$ cat src/rtl/cpu_ctrl_pkg.sv
// Shared encodings for the multi-cycle control unit: opcodes, ALU and PC-source
// codes, FSM states and the decoded-instruction bundle.
package cpu_ctrl_pkg;

    // Opcode map, low four bits of the instruction opcode
    localparam logic [3:0] OP_JAL  = 4'h0;
    localparam logic [3:0] OP_JALR = 4'h1;
    localparam logic [3:0] OP_BEQ  = 4'h2;
    localparam logic [3:0] OP_BLE  = 4'h3;
    localparam logic [3:0] OP_LB   = 4'h4;
    localparam logic [3:0] OP_LW   = 4'h5;
    localparam logic [3:0] OP_SB   = 4'h6;
    localparam logic [3:0] OP_SW   = 4'h7;
    localparam logic [3:0] OP_ADD  = 4'h8;
    localparam logic [3:0] OP_SUB  = 4'h9;
    localparam logic [3:0] OP_AND  = 4'hA;
    localparam logic [3:0] OP_OR   = 4'hB;
    localparam logic [3:0] OP_ADDI = 4'hC;
    localparam logic [3:0] OP_SUBI = 4'hD;
    localparam logic [3:0] OP_ANDI = 4'hE;
    localparam logic [3:0] OP_ORI  = 4'hF;

    // ALU operation select
    localparam logic [2:0] ALU_ADD = 3'b000;
    localparam logic [2:0] ALU_SUB = 3'b001;
    localparam logic [2:0] ALU_AND = 3'b010;
    localparam logic [2:0] ALU_OR  = 3'b011;

    // Next-PC source select
    localparam logic [1:0] PCSRC_SEQ  = 2'b00;
    localparam logic [1:0] PCSRC_BR   = 2'b01;
    localparam logic [1:0] PCSRC_JAL  = 2'b10;
    localparam logic [1:0] PCSRC_JALR = 2'b11;

    typedef enum logic [2:0] {
        S_IDLE   = 3'd0,
        S_FETCH  = 3'd1,
        S_DECODE = 3'd2,
        S_EXEC   = 3'd3,
        S_MEM    = 3'd4,
        S_WB     = 3'd5
    } state_e;

    typedef enum logic [2:0] {
        CLS_JUMP   = 3'd0,
        CLS_BRANCH = 3'd1,
        CLS_LOAD   = 3'd2,
        CLS_STORE  = 3'd3,
        CLS_ALU    = 3'd4
    } instr_class_e;

    // variant distinguishes the pair members: jalr vs jal, ble vs beq, word vs byte
    typedef struct packed {
        instr_class_e cls;
        logic [2:0]   aluop;
        logic         alucsrc;
        logic         memc;
        logic         variant;
        logic         illegal;
    } dec_t;

endpackage

$ cat src/rtl/multicycle_control_unit_op_decode.sv
// Purely combinational opcode classifier feeding the control FSM.
module op_decode
    import cpu_ctrl_pkg::*;
#(
    parameter int OP_W = 4
) (
    input  logic [OP_W-1:0] op,
    output dec_t            dec
);

    logic upper_set;

    // Any opcode bit above [3:0] marks the instruction illegal
    if (OP_W > 4) begin : g_wide
        assign upper_set = |op[OP_W-1:4];
    end else begin : g_narrow
        assign upper_set = 1'b0;
    end

    // Map the low opcode bits to class, ALU control and access size
    always_comb begin
        // NOTE: every output gets a default before the case so no path leaves it unassigned, which would infer a latch.
        dec         = '0;
        dec.variant = op[0];
        dec.illegal = upper_set;
        case (op[3:0])
            OP_JAL, OP_JALR: begin
                dec.cls   = CLS_JUMP;
                dec.aluop = ALU_ADD;
            end
            OP_BEQ, OP_BLE: begin
                dec.cls   = CLS_BRANCH;
                dec.aluop = ALU_SUB;
            end
            // Odd memory opcodes (lw/sw) are the 2-byte accesses
            OP_LB, OP_LW: begin
                dec.cls     = CLS_LOAD;
                dec.aluop   = ALU_ADD;
                dec.alucsrc = 1'b1;
                dec.memc    = op[0];
            end
            OP_SB, OP_SW: begin
                dec.cls     = CLS_STORE;
                dec.aluop   = ALU_ADD;
                dec.alucsrc = 1'b1;
                dec.memc    = op[0];
            end
            OP_ADD:  begin dec.cls = CLS_ALU; dec.aluop = ALU_ADD; end
            OP_SUB:  begin dec.cls = CLS_ALU; dec.aluop = ALU_SUB; end
            OP_AND:  begin dec.cls = CLS_ALU; dec.aluop = ALU_AND; end
            OP_OR:   begin dec.cls = CLS_ALU; dec.aluop = ALU_OR;  end
            OP_ADDI: begin dec.cls = CLS_ALU; dec.aluop = ALU_ADD; dec.alucsrc = 1'b1; end
            OP_SUBI: begin dec.cls = CLS_ALU; dec.aluop = ALU_SUB; dec.alucsrc = 1'b1; end
            OP_ANDI: begin dec.cls = CLS_ALU; dec.aluop = ALU_AND; dec.alucsrc = 1'b1; end
            OP_ORI:  begin dec.cls = CLS_ALU; dec.aluop = ALU_OR;  dec.alucsrc = 1'b1; end
            default: dec = '0;
        endcase
    end

endmodule

$ cat src/rtl/multicycle_control_unit.sv
// Multi-cycle control unit: sequences FETCH/DECODE/EXEC/MEM/WB, handshakes with
// a variable-latency memory and keeps a sticky error for timeouts/illegal ops.
module multicycle_control_unit
    import cpu_ctrl_pkg::*;
#(
    parameter int OP_W        = 4,
    parameter int ALUOP_W     = 3,
    parameter int MEM_TIMEOUT = 15
) (
    input  logic               clk,
    input  logic               rst,
    input  logic [OP_W-1:0]    op,
    input  logic               zero,
    input  logic               neg,
    input  logic               mem_ready,
    output logic               mem_req,
    output logic               wmem,
    output logic               memc,
    output logic               ir_we,
    output logic               pc_we,
    output logic [1:0]         PCsrc,
    output logic [ALUOP_W-1:0] ALUOp,
    output logic               alucsrc,
    output logic               m2reg,
    output logic               wreg,
    output logic               jal,
    output logic               instr_done,
    output logic               err
);

    localparam int              CNT_W       = $clog2(MEM_TIMEOUT + 1);
    localparam logic [CNT_W-1:0] TIMEOUT_CNT = CNT_W'(MEM_TIMEOUT);

    state_e            state_q, state_d;
    logic [OP_W-1:0]   op_q, op_d;
    logic [CNT_W-1:0]  wait_cnt_q, wait_cnt_d;
    logic              err_q, err_d;
    logic              timed_out;
    dec_t              dec;

    op_decode #(.OP_W(OP_W)) u_op_decode (
        .op  (op_q),
        .dec (dec)
    );

    assign timed_out = (wait_cnt_q == TIMEOUT_CNT);
    assign err       = err_q;

    // Next-state, wait counter and Mealy datapath controls for the current phase
    always_comb begin
        state_d    = state_q;
        op_d       = op_q;
        wait_cnt_d = '0;      // any cycle not spent waiting leaves the counter cleared
        err_d      = err_q;
        mem_req    = 1'b0;
        wmem       = 1'b0;
        memc       = 1'b0;
        ir_we      = 1'b0;
        pc_we      = 1'b0;
        PCsrc      = PCSRC_SEQ;
        ALUOp      = '0;
        alucsrc    = 1'b0;
        m2reg      = 1'b0;
        wreg       = 1'b0;
        jal        = 1'b0;
        instr_done = 1'b0;

        case (state_q)
            S_IDLE: state_d = S_FETCH;

            S_FETCH: begin
                if (timed_out) begin
                    err_d      = 1'b1;
                    instr_done = 1'b1;
                    state_d    = S_FETCH;
                end else begin
                    mem_req = 1'b1;
                    memc    = 1'b1;
                    if (mem_ready) begin
                        ir_we   = 1'b1;
                        pc_we   = 1'b1;
                        op_d    = op;
                        state_d = S_DECODE;
                    end else begin
                        wait_cnt_d = wait_cnt_q + 1'b1;
                    end
                end
            end

            // Illegal opcodes retire here as a NOP so no write strobe ever fires
            S_DECODE: begin
                if (dec.illegal) begin
                    err_d      = 1'b1;
                    instr_done = 1'b1;
                    state_d    = S_FETCH;
                end else begin
                    state_d = S_EXEC;
                end
            end

            S_EXEC: begin
                ALUOp   = ALUOP_W'(dec.aluop);
                alucsrc = dec.alucsrc;
                case (dec.cls)
                    CLS_BRANCH: begin
                        pc_we      = dec.variant ? (zero | neg) : zero;
                        PCsrc      = PCSRC_BR;
                        instr_done = 1'b1;
                        state_d    = S_FETCH;
                    end
                    CLS_JUMP: begin
                        pc_we      = 1'b1;
                        PCsrc      = dec.variant ? PCSRC_JALR : PCSRC_JAL;
                        wreg       = 1'b1;
                        jal        = 1'b1;
                        instr_done = 1'b1;
                        state_d    = S_FETCH;
                    end
                    CLS_LOAD, CLS_STORE: state_d = S_MEM;
                    default:             state_d = S_WB;
                endcase
            end

            S_MEM: begin
                if (timed_out) begin
                    err_d      = 1'b1;
                    instr_done = 1'b1;
                    state_d    = S_FETCH;
                end else begin
                    mem_req = 1'b1;
                    wmem    = (dec.cls == CLS_STORE);
                    memc    = dec.memc;
                    if (mem_ready) begin
                        if (dec.cls == CLS_STORE) begin
                            instr_done = 1'b1;
                            state_d    = S_FETCH;
                        end else begin
                            state_d = S_WB;
                        end
                    end else begin
                        wait_cnt_d = wait_cnt_q + 1'b1;
                    end
                end
            end

            S_WB: begin
                wreg       = 1'b1;
                m2reg      = (dec.cls == CLS_LOAD);
                instr_done = 1'b1;
                state_d    = S_FETCH;
            end

            default: state_d = S_IDLE;
        endcase
    end

    // State registers; async reset returns to IDLE so every control drops at once
    always_ff @(posedge clk or posedge rst) begin
        if (rst) begin
            state_q    <= S_IDLE;
            op_q       <= '0;
            wait_cnt_q <= '0;
            err_q      <= 1'b0;
        end else begin
            // NOTE: non-blocking assignments let every flop sample the pre-edge values, independent of statement order.
            state_q    <= state_d;
            op_q       <= op_d;
            wait_cnt_q <= wait_cnt_d;
            err_q      <= err_d;
        end
    end

endmodule

$ cat config.mk
export PLATFORM = sky130hd
export DESIGN_NAME = multicycle_control_unit
export DESIGN_NICKNAME = d
export VERILOG_FILES = /design/src/rtl/cpu_ctrl_pkg.sv /design/src/rtl/multicycle_control_unit_op_decode.sv /design/src/rtl/multicycle_control_unit.sv
export SDC_FILE = /design/constraint.sdc
export NUM_CORES = 1
export LEC_CHECK = 0
export CAP_MARGIN = 20
export CORE_ASPECT_RATIO = 0.9
export CORE_UTILIZATION = 35
export DETAILED_ROUTE_END_ITERATION = 8
export HOLD_SLACK_MARGIN = 0.06
export SKIP_LAST_GASP = 1
export SLEW_MARGIN = 40
export SYNTH_ARGS = -nofsm -noshare
export SYNTH_HDL_FRONTEND = slang
export SYNTH_HIERARCHICAL = 1
export SYNTH_SLANG_ARGS = --single-unit
$ cat constraint.sdc
create_clock -name clk -period 3.8 [get_ports clk]
set_input_delay 0.76 -clock clk [delete_from_list [all_inputs] [get_ports clk]]
set_output_delay 0.76 -clock clk [all_outputs]
set_load 0.01 [all_outputs]
==> run metrics <==
min cycle time layout 3.151 ns; Crit Path Max Fanout 5; DRT iter0 DRCs 11; syn avg cell area ~8.9 um2; clock latency on the worst-skew pair 0.27 ns; top cells by area, synth dfrtp_1 34%, mux2_4 6.7%, nor2_1 5.0%; Pleak between 0.4 and 0.5 nW; Yosys reg bits 12; fillers around 240; FF-to-FF setup slack 2.09 ns; Final GP Congestion roughly 0.79; Max Clk Rate around 320 MHz; Critical Path Source Type input port; # hold bufs at CTS 0; CP endpoint kind output pin; TNS Setup 0 ns; CTS tree yes; Multi-input gate area about 500 um2; unrepaired setup endpoints after global routing no; Chip Width approximately 55 um; status finished clean; Setup-failing EPs final 0; VDD IR max approximately 0.44 mV; post-CTS setup buffers 0; Post-Route Utilization between 40% and 50%; sequential cell area 300.3 um2; final period utilization approximately 83%; clock tree buffer depth 2; Placed Instances roughly 140; wire length per cell 12.37 um; drt total wl 1.806 mm; top-area cell type share of the netlist area 33.57%; gr usage total between 10% and 20%; total grt overflow 0; Placed Instance Area between 1000 and 1500 um2; antenna violations before repair 0; Clock Tree Root clkbuf_4; Post-DP HPWL ~1.4 mm; Placement Setup Slack between 0.6 and 0.7 ns; HP Class reg2reg; H-tree depth 1; Worst Setup Path Type in2out; post-synthesis sequential area ratio between 30% and 40%; # IOs 25; max cap viols 0; Non-Filler Instances approximately 150; Fin Clk Skew about 0.0040 ns; port bufs 23; Initial Util 36.57%; Core ar. between 2000 and 2500 um2; clk sinks 12; Inserted Diodes 0; layout cell share with drive strength beyond 1 15.25%; antenna viol nets, final 0; Finished Cell Area 1122 um2; worst hold slack around 0.47 ns; Core Rows 17; pin count of the biggest net entering global routing 23; Gate Count Post-Synth around 100; Top FF cell, synth dfrtp_1; Synth-to-Final Area Change 25.45%; Power, Total 0.8300 mW; Slew Viols, Final 0; DR pass1 iterations 4; Yosys cell types 41; Final nets 129; drt via density just under 5; Reg clk slew, reported paths 0.07 ns; Post-synth top cells 12 x dfrtp_1, 12 x nor2_1, 7 x nand2_1; EDFF count, synth 0; vias in the first global route roughly 700; power per cell area 739.5 nW/um2; first-pass GRT wire length between 3 and 4 mm; synthesized cell area between 800 and 900 um2; Yosys warnings 6; cts bufs inserted 3; vias between 700 and 800; Worst Path Required between 3 and 4 ns; post-CTS sizing 0; final hold violation count 0; die height 49.96 um; Crit path arrival time between 2 and 2.5 ns; asr flop ratio synth 100.0%; Die ar. roughly 2800 um2; setup ws final about 0.65 ns; Yosys top cell by area dfrtp_1; # DRC 0
==> cell usage in the layout, fill, tap and decap left out, drive strengths merged, types with 3 or more instances in the layout <==
cell           count
clkdlybuf4s50     23
nor2              12
dfrtp             12
nand2              8
nor3               6
and3               5
mux2               4
nand2b             4
a21oi              4
inv                4
clkbuf             4
nor2b              4
nand3              3
o21ai              3
and2               3
==> where the power goes <==
| part | internal [mW] | total [mW] | switching (mW) |
|---|---|---|---|
| Sequential | 0.176 | 0.241 | 0.0656 |
| Combinational | 0.262 | 0.490 | 0.228 |
| Clock | 0.0582 | 0.0990 | 0.0408 |
| Total | 0.496 | 0.830 | 0.334 |
==> registers in the layout (all words and copies together), names as in the netlist <==
register,count
err,1
state_q,3
op_q,4
wait_cnt_q,4
==> routing by layer <==
layer,vias to the layer above,global-route usage (%),share of wire (%)
li1,374,-,-
met1,329,17.99,49
met2,21,22.89,45
met3,0,6.037,6.1
met4,0,1.250,0
met5,-,0,0
==> final cells by class <==
| type | instances | share of cell area, % |
|---|---|---|
| multi-input combinational | 74 | 44.37 |
| sequential | 12 | 26.76 |
| timing repair buffer | 24 | 21.18 |
| clock buffer | 4 | 3.233 |
| tap | 28 | 3.122 |
| inverter | 4 | 1.338 |
==> path summary, 6_finish.rpt <==
path                                      end  depth (start not counted)          start
worst max-delay path               instr_done                          6      mem_ready
worst min register to register  wait_cnt_q[0]                          1  wait_cnt_q[0]
worst min-delay path            wait_cnt_q[0]                          1  wait_cnt_q[0]
max in group asynchronous             op_q[2]                          2            rst
worst max register to register        op_q[0]                          5  wait_cnt_q[0]
min in group asynchronous       wait_cnt_q[2]                          2            rst
==> logic make-up (layout without fill, tap and decap cells) <==
kind of cell | after synthesis | count (layout) | synth area share [%]
xor gates and xnor gates | 2 | 2 | 1.958
adders and majority gates | 1 | 1 | 1.398
AOI/OAI and AO/OA | 12 | 12 | 8.532
and+or+nand+nor | 53 | 53 | 36.22
DFF | 12 | 12 | 33.57
muxes | 4 | 4 | 6.714
buffers and inverters | 16 | 32 | 11.19
other | 1 | 2 | 0.4192
==> worst max-delay path, cell delays in order <==
cell and delay [ns]:
clkdlybuf4s50_1 0.56, nand2_1 0.07, o21ai_0 0.22, a22oi_1 0.10, o21ai_1 0.13, clkdlybuf4s50_1 0.54
No activity file was read; power rests on OpenSTA's default activity.
==> variant (config.mk and constraints unchanged) <==
Put one more register stage on the output `err`, without a reset. The value now appears one clock later. The other outputs are not delayed to match.
--- a/src/rtl/multicycle_control_unit.sv
+++ b/src/rtl/multicycle_control_unit.sv
@@ -46,3 +46,5 @@
     assign timed_out = (wait_cnt_q == TIMEOUT_CNT);
-    assign err       = err_q;
+    always_ff @(posedge clk) begin
+        err <= err_q;
+    end
 
Behaviour: no difference found for any inputs over 10 cycles, from zero or initial values and one cycle with rst high; that may be too few to reach the edited logic, so the function may still have changed.
==> variant against the unedited design <==
Hold slack lost 90 ps; design area decreased by 1.1%; clock power decreased by 15%; synthesized cell count decreased by 4.0%; total power shrank 2.7%; sequential cell count rose by 1; setup slack got worse by 190 ps; highest routed layer is now met4; sequential share of layout area increased by 2.1 points; clock skew fell by 3.0 ps; routed wire length decreased by 1.3%; global-route usage up 1.9 points; area after synthesis down 0.70%; core utilization up 2.7 points.
==> variant: results (changes against the unedited design) <==
- The largest net degree at the start of global routing is 21 (was 23).
- The final worst clock skew is 1.00 ps (was 3.99 ps).
- The last element of the critical path is pc_we (was instr_done).
- The detailed-routed wire length on met2 was 784 um (was 808 um).
- The routed wire length on met3 is 76 um (was 110 um).
- The fraction of layout cells with a size suffix above 1 was 10.6% (was 15.3%).
- Result of the run: complete, no violations (unchanged).
- The arrival time of the worst setup path is 2580 ps (was 2390 ps).
- The capture point of the worst reg-to-reg path is op_q[2] (was op_q[0]).
- The leakage dissipation is 0.468 nW (was 0.487 nW).
- The number of distinct library cells after synthesis came to 39 (was 41).
- The share of total power consumed by net switching was 41.2% (was 40.3%).
- The weighted congestion at the end of routability-driven global placement is 0.725 (was 0.791).
- The post-DP HPWL is 1340 um (was 1350 um).
- The layout net count is 124 (was 129).
- The post-route met1 wirelength was 907 um (was 887 um).
- The post-synthesis share of cell area spent on xor and xnor gates was 2.96% (was 1.96%).
- The worst setup slack for register-to-register paths is 2010 ps (was 2090 ps).
- The proportion of synthesized area in mux cells is 5.07% (was 6.71%).
- The depth of the worst register-to-register path was 4 (was 5).
- Synth top area cells: dfrtp_1 (34%), nor2b_1 (5.6%), mux2_2 (5.1%), and3_1 (4.2%), buf_4 (4.2%) (was dfrtp_1 (34%), mux2_4 (6.7%), nor2_1 (5.0%), buf_6 (3.8%), nor3_1 (3.4%)).
- The post-synthesis adder-cell area fraction was 1.41% (was 1.40%).
- The placed standard-cell area is 1080 um^2 (was 1090 um^2).
- The topmost layer with routed signal wires is met4 (was met3).
- The routed via count divided by cell count is 5.09 (was 4.96).
- The worst-case vdd ir drop was 0.000317 V (was 0.000437 V).
- The largest fanout on the critical path is 7 (was 5).
- The sequential element share of the synthesized area came to 36.1% (was 33.6%).
- The via count of the first global-routing pass is 651 (was 698).
- Most instantiated cells after synthesis: dfrtp_1 (12), nor2b_1 (8), and3_1 (6), nor2_1 (6) (was dfrtp_1 (12), nor2_1 (12), nand2_1 (7), nor3_1 (6)).
- The share of flip-flops with an asynchronous set or reset is 92.3% (was 100%).
- The number of fill cells came to 236 (was 239).
- The wire length of the first global-routing pass is 3130 um (was 3070 um).
-- variant: cell count changes in the layout (fill, tap and decap cells not counted), moves of 4 or more --
| cell | delta |
|---|---|
| mux2_4 | -4 |
| nor2_1 | -6 |
| mux2_2 | +4 |
| nand2_1 | -7 |
| nor2b_1 | +7 |
-- variant: worst min-delay path by stage --
| stage | to | depth (start not counted) | slack, ps | from |
|---|---|---|---|---|
| after floorplan | err | 0 | 350 | err_q |
| after global placement | err | 0 | 360 | err_q |
| after detailed placement | err | 0 | 360 | err_q |
| after CTS | err | 0 | 380 | err_q |
| after global routing | err | 0 | 400 | err_q |
| final | err | 0 | 380 | err_q |
-- variant: critical path: stages --
cell and delay (ps):
clkdlybuf4s50_1 610, nand3b_1 200, nor3_4 300, o21bai_1 160, clkdlybuf4s50_1 550
-- variant: metal layers --
| metal | track usage, % | vias up |
|---|---|---|
| met5 | 0 | - |
| li1 | - | 363 |
| met3 | 2.78 | 2 |
| met1 | 24.0 | 330 |
| met2 | 21.7 | 17 |
| met4 | 7.50 | 0 |
-- variant: through the flow --
| stage | total power, W | utilization (%) | hold slack, ps | worst slack [ps] | std cells |
|---|---|---|---|---|---|
| 3_3_place_gp | 0.000727 | 47.5 | 361 | 502 | 136 |
| 4_1_cts | 0.000814 | 48.6 | 382 | 443 | 140 |
| 6_report | 0.000808 | 48.6 | 381 | 460 | 140 |
| 3_5_place_dp | 0.000726 | 47.5 | 362 | 442 | 136 |
| 2_1_floorplan | 0.000576 | - | 348 | 1620 | 98 |
| 5_1_grt | 0.000884 | 48.6 | 396 | 343 | 140 |
-- variant: power by group through the flow --
stage,Combinational (W),Sequential [W],Clock [W]
4_1_cts,0.000450,0.000275,0.0000891
3_3_place_gp,0.000449,0.000278,0
3_5_place_dp,0.000448,0.000278,0
2_1_floorplan,0.000358,0.000218,0
5_1_grt,0.000496,0.000291,0.0000975
6_report,0.000447,0.000277,0.0000837
-- variant: layout make-up --
cell class / count / area, um^2 / area share, %
well taps: 27 / 33.8 / 3.04
flip-flops and latches: 13 / 320 / 28.9
repair buffers: 23 / 230 / 20.7
multi-input cells: 70 / 488 / 44.0
clock buffers: 4 / 26.3 / 2.37
inverters: 3 / 11.3 / 1.01
-- variant: kinds of logic after synthesis --
kind of cell	count (synthesis)
AND/OR/NAND/NOR	41
AO/OA/AOI/OAI	19
buffers and inverters	15
flip-flops	13
multiplexers	4
XOR/XNOR	3
adder cells (fa/ha/maj)	1
other	1
